File: src/rtl/dpram_copy_pkg.sv
// Shared definitions for the dual-port RAM copy engine: default widths,
// FSM state encoding and copy direction.
package dpram_copy_pkg;

    localparam int DEF_DATA_W = 8;
    localparam int DEF_ADDR_W = 6;

    // Controller states; CHECK validates the latched request for one cycle.
    typedef enum logic [2:0] {
        IDLE  = 3'd0,
        CHECK = 3'd1,
        RUN   = 3'd2,
        DRAIN = 3'd3,
        FIN   = 3'd4
    } state_t;

    // Copy direction; BWD walks from the top of the block down so an
    // overlapping destination above the source never clobbers unread words.
    typedef enum logic {
        FWD = 1'b0,
        BWD = 1'b1
    } dir_t;

endpackage

File: src/rtl/dpram_copy_pipe.sv
// Read-to-write alignment pipe: delays the "read issued" flag and the
// destination address by RD_LAT cycles so the write lands on the cycle the
// RAM presents the matching read data.
module dpram_copy_pipe #(
    parameter int ADDR_W = 6,
    parameter int RD_LAT = 1
) (
    input  logic              clk,
    input  logic              rst_n,
    input  logic              vld_i,
    input  logic [ADDR_W-1:0] addr_i,
    output logic              vld_o,
    output logic [ADDR_W-1:0] addr_o
);

    logic [RD_LAT-1:0] vld_q;
    logic [ADDR_W-1:0] addr_q [RD_LAT];

    // Shift register; reset clears every stage so an aborted copy stops writing at once.
    always_ff @(posedge clk or negedge rst_n) begin
        if (!rst_n) begin
            vld_q <= '0;
            for (int i = 0; i < RD_LAT; i++) begin
                addr_q[i] <= '0;
            end
        end else begin
            vld_q[0]  <= vld_i;
            addr_q[0] <= addr_i;
            for (int i = 1; i < RD_LAT; i++) begin
                vld_q[i]  <= vld_q[i-1];
                addr_q[i] <= addr_q[i-1];
            end
        end
    end

    assign vld_o  = vld_q[RD_LAT-1];
    assign addr_o = addr_q[RD_LAT-1];

endmodule

File: src/rtl/dpram_copy_engine.sv
// Block copy engine for a single-clock true dual-port RAM.
// Reads the source block on port A and writes the destination on port B,
// one word per cycle, choosing direction so overlapping copies behave
// like memmove. RD_LAT (1..3) must match the RAM read latency.
// Optional feature macro: DPRAM_COPY_CHECKSUM_EN adds a checksum output
// holding the modular sum of all words written by the last copy.
module dpram_copy_engine
    import dpram_copy_pkg::*;
#(
    parameter int DATA_W = DEF_DATA_W,
    parameter int ADDR_W = DEF_ADDR_W,
    parameter int RD_LAT = 1
) (
    input  logic              clk,
    input  logic              rst_n,
    input  logic              start,
    input  logic [ADDR_W-1:0] src_addr,
    input  logic [ADDR_W-1:0] dst_addr,
    input  logic [ADDR_W:0]   len,
    output logic              busy,
    output logic              done,
    output logic              err,
    output logic [ADDR_W-1:0] addr_a,
    output logic              we_a,
    input  logic [DATA_W-1:0] q_a,
    output logic [ADDR_W-1:0] addr_b,
    output logic              we_b,
    output logic [DATA_W-1:0] data_b
`ifdef DPRAM_COPY_CHECKSUM_EN
    ,
    output logic [DATA_W-1:0] checksum
`endif
);

    // Range checks are done two bits wider than an address so base+len
    // can represent DEPTH and beyond without wrapping.
    localparam logic [ADDR_W+1:0] DEPTH_W = (ADDR_W+2)'(2**ADDR_W);
    localparam logic [ADDR_W+1:0] ONE_W   = (ADDR_W+2)'(1);
    localparam logic [ADDR_W-1:0] ONE_A   = ADDR_W'(1);
    localparam logic [ADDR_W:0]   ONE_C   = (ADDR_W+1)'(1);
    localparam logic [ADDR_W:0]   LAT_C   = (ADDR_W+1)'(RD_LAT);

    state_t            state_q, state_d;
    dir_t              dir_q, dir_d;
    logic [ADDR_W-1:0] src_q, src_d;
    logic [ADDR_W-1:0] dst_q, dst_d;
    logic [ADDR_W:0]   len_q, len_d;
    logic              err_q, err_d;
    logic [ADDR_W-1:0] rd_addr_q, rd_addr_d;
    logic [ADDR_W-1:0] wr_addr_q, wr_addr_d;
    logic [ADDR_W:0]   cnt_q, cnt_d;

    logic [ADDR_W+1:0] src_end;
    logic [ADDR_W+1:0] dst_end;
    logic              range_err;
    logic              overlap_bwd;
    logic              rd_issue;

    assign src_end     = {2'b00, src_q} + {1'b0, len_q};
    assign dst_end     = {2'b00, dst_q} + {1'b0, len_q};
    assign range_err   = (src_end > DEPTH_W) || (dst_end > DEPTH_W);
    assign overlap_bwd = (dst_q > src_q) && ({2'b00, dst_q} < src_end);

    // State and datapath registers.
    always_ff @(posedge clk or negedge rst_n) begin
        if (!rst_n) begin
            state_q   <= IDLE;
            dir_q     <= FWD;
            src_q     <= '0;
            dst_q     <= '0;
            len_q     <= '0;
            err_q     <= 1'b0;
            rd_addr_q <= '0;
            wr_addr_q <= '0;
            cnt_q     <= '0;
        end else begin
            state_q   <= state_d;
            dir_q     <= dir_d;
            src_q     <= src_d;
            dst_q     <= dst_d;
            len_q     <= len_d;
            err_q     <= err_d;
            rd_addr_q <= rd_addr_d;
            wr_addr_q <= wr_addr_d;
            cnt_q     <= cnt_d;
        end
    end

    // Next-state logic: request latch, validation, read sequencing and drain.
    always_comb begin
        state_d   = state_q;
        dir_d     = dir_q;
        src_d     = src_q;
        dst_d     = dst_q;
        len_d     = len_q;
        err_d     = err_q;
        rd_addr_d = rd_addr_q;
        wr_addr_d = wr_addr_q;
        cnt_d     = cnt_q;
        case (state_q)
            IDLE: begin
                if (start) begin
                    src_d   = src_addr;
                    dst_d   = dst_addr;
                    len_d   = len;
                    err_d   = 1'b0;
                    state_d = CHECK;
                end
            end
            CHECK: begin
                if (range_err) begin
                    err_d   = 1'b1;
                    state_d = FIN;
                end else if (len_q == '0) begin
                    state_d = FIN;
                end else begin
                    cnt_d   = len_q;
                    state_d = RUN;
                    if (overlap_bwd) begin
                        dir_d     = BWD;
                        rd_addr_d = ADDR_W'(src_end - ONE_W);
                        wr_addr_d = ADDR_W'(dst_end - ONE_W);
                    end else begin
                        dir_d     = FWD;
                        rd_addr_d = src_q;
                        wr_addr_d = dst_q;
                    end
                end
            end
            RUN: begin
                if (cnt_q == ONE_C) begin
                    cnt_d   = LAT_C;
                    state_d = DRAIN;
                end else begin
                    cnt_d = cnt_q - ONE_C;
                    if (dir_q == BWD) begin
                        rd_addr_d = rd_addr_q - ONE_A;
                        wr_addr_d = wr_addr_q - ONE_A;
                    end else begin
                        rd_addr_d = rd_addr_q + ONE_A;
                        wr_addr_d = wr_addr_q + ONE_A;
                    end
                end
            end
            DRAIN: begin
                if (cnt_q == ONE_C) begin
                    state_d = FIN;
                end else begin
                    cnt_d = cnt_q - ONE_C;
                end
            end
            FIN: begin
                state_d = IDLE;
            end
            default: begin
                state_d = IDLE;
            end
        endcase
    end

    assign rd_issue = (state_q == RUN);

    dpram_copy_pipe #(
        .ADDR_W (ADDR_W),
        .RD_LAT (RD_LAT)
    ) u_pipe (
        .clk    (clk),
        .rst_n  (rst_n),
        .vld_i  (rd_issue),
        .addr_i (wr_addr_q),
        .vld_o  (we_b),
        .addr_o (addr_b)
    );

    assign busy   = (state_q != IDLE);
    assign done   = (state_q == FIN);
    assign err    = (state_q == FIN) && err_q;
    assign addr_a = rd_addr_q;
    assign we_a   = 1'b0;
    // Gate write data so the port reads zero whenever nothing is written.
    assign data_b = we_b ? q_a : '0;

`ifdef DPRAM_COPY_CHECKSUM_EN
    logic [DATA_W-1:0] checksum_q, checksum_d;

    // Checksum register.
    always_ff @(posedge clk or negedge rst_n) begin
        if (!rst_n) begin
            checksum_q <= '0;
        end else begin
            checksum_q <= checksum_d;
        end
    end

    // Clear at validation, then accumulate every written word.
    always_comb begin
        checksum_d = checksum_q;
        if (state_q == CHECK) begin
            checksum_d = '0;
        end else if (we_b) begin
            checksum_d = checksum_q + data_b;
        end
    end

    assign checksum = checksum_q;
`endif

endmodule

File: config.mk
export PLATFORM = sky130hd
export DESIGN_NAME = dpram_copy_engine
export DESIGN_NICKNAME = d
export VERILOG_FILES = /design/src/rtl/dpram_copy_pkg.sv /design/src/rtl/dpram_copy_pipe.sv /design/src/rtl/dpram_copy_engine.sv
export SDC_FILE = /design/constraint.sdc
export NUM_CORES = 1
export LEC_CHECK = 0
export BUFFER_PORTS_ARGS = -buffer_cell sky130_fd_sc_hd__buf_2
export CORE_ASPECT_RATIO = 1.25
export CORE_MARGIN = 8
export CORE_UTILIZATION = 58
export CTS_CLUSTER_SIZE = 10
export DETAILED_ROUTE_END_ITERATION = 6
export GPL_TIMING_DRIVEN = 0
export PLACE_DENSITY = 0.81
export SLEW_MARGIN = 20
export SYNTH_ARGS = -nofsm -noshare
export SYNTH_HDL_FRONTEND = slang
export SYNTH_HIERARCHICAL = 1
export SYNTH_SLANG_ARGS = --single-unit
File: constraint.sdc
create_clock -name clk -period 3.85 [get_ports clk]
set_input_delay 0.385 -clock clk [delete_from_list [all_inputs] [get_ports clk]]
set_output_delay 0.385 -clock clk [all_outputs]
set_load 0.05 [all_outputs]
==> impl_metrics.sql <==
INSERT INTO impl_metrics (metric_group, metric, value, unit) VALUES
('clocking', 'htree_num_levels', '2', ''),
('setup_path', 'timing.critical_path.cells', 'ha_1 > fa_1 > a21o_1 > a21oi_2 > xnor2_2 > inv_1 > ha_1 > o21ai_0 > a21oi_1 > nor3_1 > o41ai_4 > buf_6 > mux2i_1 > o21ai_0 > mux2_1', ''),
('drt', 'detail_route.drc_violations', '0', ''),
('layout', 'fillers', '529', ''),
('floorplan', 'die_area', '9370', 'um2'),
('setup_path', 'crit_family', 'compound AO/OA/AOI/OAI gates', ''),
('setup_path', 'critical-path-max-stage-delay', '0.48', 'ns'),
('yosys', 'ys_ff_latch', '50', ''),
('yosys', 'number_of_different_library_cells_in_the_post_synthesis_netlist', '57', ''),
('yosys', 'fraction_of_post_synthesis_cell_area_in_the_top_cell_type_by_area', '0.331', ''),
('yosys', 'synth_top_flop_cell', 'sky130_fd_sc_hd__dfrtp_1', ''),
('floorplan', 'boundaryPins', '55', ''),
('yosys', 'synth_edf_count', '0', ''),
('drt', 'vias', '3248', ''),
('yosys', 'synth_sequential_area_ratio', '0.331', ''),
('timing', 'worst_hold_slack', '0.0807', 'ns'),
('yosys', 'synth_cells', '396', ''),
('yosys', 'async_reset_ff_frac', '1.00', ''),
('yosys', 'post-synth-top-area-cell', 'sky130_fd_sc_hd__dfrtp_1', ''),
('grt', 'first_global_vias', '3400', ''),
('grt', 'grt_antenna_before_repair', '0', ''),
('drt', 'drt-vias-per-instance', '5.93', ''),
('drt', 'finalWirelength', '9190', 'um'),
('yosys', 'synth_area', '3780', 'um2'),
('timing', 'clock-skew-final', '0.00653', 'ns'),
('grt', 'first_pass_grt_wire_length', '15400', 'um'),
('layout', 'drive_above_1_share', '0.221', ''),
('layout', 'fin_cells', '548', ''),
('floorplan', 'fp.dieH', '106', 'um'),
('clocking', 'path_clk_slew', '0.09', 'ns'),
('timing', 'max_freq', '264', 'MHz'),
('yosys', 'syn-mean-instance-area', '9.55', 'um2'),
('yosys', 'yosys_warnings', '6', ''),
('setup_path', 'cp-start-kind', 'register', ''),
('min_path', 'hold_path_class', 'input pin to asynchronous set/reset pin', ''),
('timing', 'worst_slew_margin_rel', '0.428', ''),
('clocking', 'cts-buffers-inserted', '5', ''),
('timing', 'slew_viol_final', '0', ''),
('drt', 'drtAntennaViolNets', '0', ''),
('layout', 'nNetsFinal', '529', ''),
('placed_design', 'post-dp-hpwl', '6910', 'um'),
('setup_path', 'setup.worst_path.class', 'register to register', ''),
('placed_design', 'placed_cells_incl_taps', '536', ''),
('status', 'status', 'finished clean', ''),
('yosys', 'nets_in_the_synthesized_netlist', '465', ''),
('placed_design', 'io_buffer_count', '53', ''),
('timing', 'timing.final.ws_setup', '0.0668', 'ns'),
('timing', 'setup-violations-final', '0', ''),
('layout', 'areaGrowthSynthToFinish', '14.1', '%'),
('grt', 'maximum_number_of_pins_on_one_net_before_global_route_repair', '51', ''),
('floorplan', 'start_util', '0.587', ''),
('setup_path', 'worst-endpoint-arrival', '3.98', 'ns'),
('floorplan', 'core-area', '6440', 'um2'),
('yosys', 'yosys-top-cells-area', 'sky130_fd_sc_hd__dfrtp_1 33%, sky130_fd_sc_hd__ha_1 12%, sky130_fd_sc_hd__mux2i_1 4.0%', ''),
('setup_path', 'worst_path_max_delay_cell', 'sky130_fd_sc_hd__dfrtp_1', ''),
('setup_path', 'critical_path_fanout_max', '10', ''),
('grt', 'grt_use_total', '0.204', ''),
('drt', 'drt_first_pass_iters', '5', ''),
('drt', 'drt_iter0_drc', '184', ''),
('clocking', 'clk_latency', '0.31', 'ns'),
('clocking', 'cts-root-to-sink-buffers', '2', ''),
('layout', 'antennaDiodeCount', '0', ''),
('clocking', 'cts_tree', 'yes', ''),
('placed_design', 'dp_slack', '-0.165', 'ns'),
('layout', 'mostFrequentLayoutCell', 'sky130_fd_sc_hd__buf_2', ''),
('timing', 'final.period_utilization', '0.983', ''),
('timing', 'timing_worst_slew_pin_value', '0.855', 'ns'),
('setup_path', 'timing.critical_path.buf_inv', '2', ''),
('grt', 'global_route.overflow_total', '0', ''),
('clocking', 'cts-root-buf', 'sky130_fd_sc_hd__clkbuf_8', ''),
('drt', 'routed_wire_length_per_instance', '16.8', 'um');
## layout make-up
class / instances / area, um2 / area share
buffer: 12 / 78.8 / 0.0183
clock buffer: 6 / 72.6 / 0.0168
clock inverter: 2 / 37.5 / 0.00870
inverter: 35 / 131 / 0.0305
multi-input combinational: 299 / 2330 / 0.541
sequential: 50 / 1250 / 0.290
tap: 87 / 109 / 0.0252
timing repair buffer: 57 / 298 / 0.0690
## final timing paths
kind | startpoint | slack (ns) | endpoint | cells after the start
worst max-delay path | len_q[0] | 0.07 | addr_a[4] | 15
worst min-delay path | rst_n | 0.08 | src_q[1] | 1
worst max register to register | len_q[0] | 0.07 | addr_a[4] | 15
worst min register to register | wr_addr_q[0] | 0.41 | u_pipe/addr_o[0] | 0
max in group asynchronous | rst_n | 3.33 | cnt_q[0] | 1
min in group clk | dst_addr[0] | 0.27 | dst_q[0] | 3
## metal layers
layer / track usage / up-vias / wire (um)
met3: 0.0293 / 27 / 575
met4: 0.0933 / 0 / 247
li1: - / 1542 / -
met5: 0 / - / 0
met1: 0.234 / 1555 / 3690
met2: 0.358 / 124 / 4670
## flip-flops by register name, summed over array words and instances (netlist names)
name,cells
addr_a,6
cnt_q,7
dir_q,1
dst_q,6
err_q,1
len_q,7
src_q,6
state_q,3
u_pipe/addr_o,6
u_pipe/vld_o,1
wr_addr_q,6
## per-stage QoR
stage,utilization,area [um2]
after floorplan,-,3780
after global placement,0.645,4160
after detailed placement,0.645,4160
after CTS,0.664,4280
after global routing,0.670,4310
final,0.670,4310
## repair_timing
item	CTS	global route
endpoints found under the hold margin	0	0
buffers inserted	1	3
pin swaps	1	0
resized for setup	1	2
setup endpoints to repair	7	10
## cells in the mapped netlist (4+ instances only)
| library cell | n |
|---|---|
| sky130_fd_sc_hd__a22oi_1 | 4 |
| sky130_fd_sc_hd__clkbuf_1 | 7 |
| sky130_fd_sc_hd__mux2_1 | 6 |
| sky130_fd_sc_hd__o21a_1 | 5 |
| sky130_fd_sc_hd__xor2_1 | 6 |
| sky130_fd_sc_hd__nand2_1 | 21 |
| sky130_fd_sc_hd__nor3_1 | 14 |
| sky130_fd_sc_hd__fa_1 | 4 |
| sky130_fd_sc_hd__xnor2_1 | 16 |
| sky130_fd_sc_hd__a21oi_1 | 26 |
| sky130_fd_sc_hd__or3_1 | 5 |
| sky130_fd_sc_hd__and2_1 | 9 |
| sky130_fd_sc_hd__dfrtp_1 | 50 |
| sky130_fd_sc_hd__ha_1 | 35 |
| sky130_fd_sc_hd__mux2_2 | 12 |
| sky130_fd_sc_hd__mux2i_1 | 15 |
| sky130_fd_sc_hd__nor2_1 | 21 |
| sky130_fd_sc_hd__o21ai_0 | 27 |
| sky130_fd_sc_hd__inv_1 | 33 |
| sky130_fd_sc_hd__nand3_1 | 9 |
| sky130_fd_sc_hd__nand2b_1 | 4 |
| sky130_fd_sc_hd__a21o_1 | 12 |
## cells by family (layout without fill, tap and decap cells)
logic type      count (synthesis)  after routing  share of synthesized area
flops                          50             50                      0.331
other cells                     1              1                   0.000992
compound gates                104            104                      0.188
buf+inv                        47            112                     0.0546
simple gates                  100            100                      0.144
fa+ha+maj                      39             39                      0.137
mux                            33             33                     0.0933
xor+xnor                       22             22                     0.0510
Power is left out: the tool's default activity adds up to more than one toggle a clock period on the data nets, which glitch-free logic cannot reach.
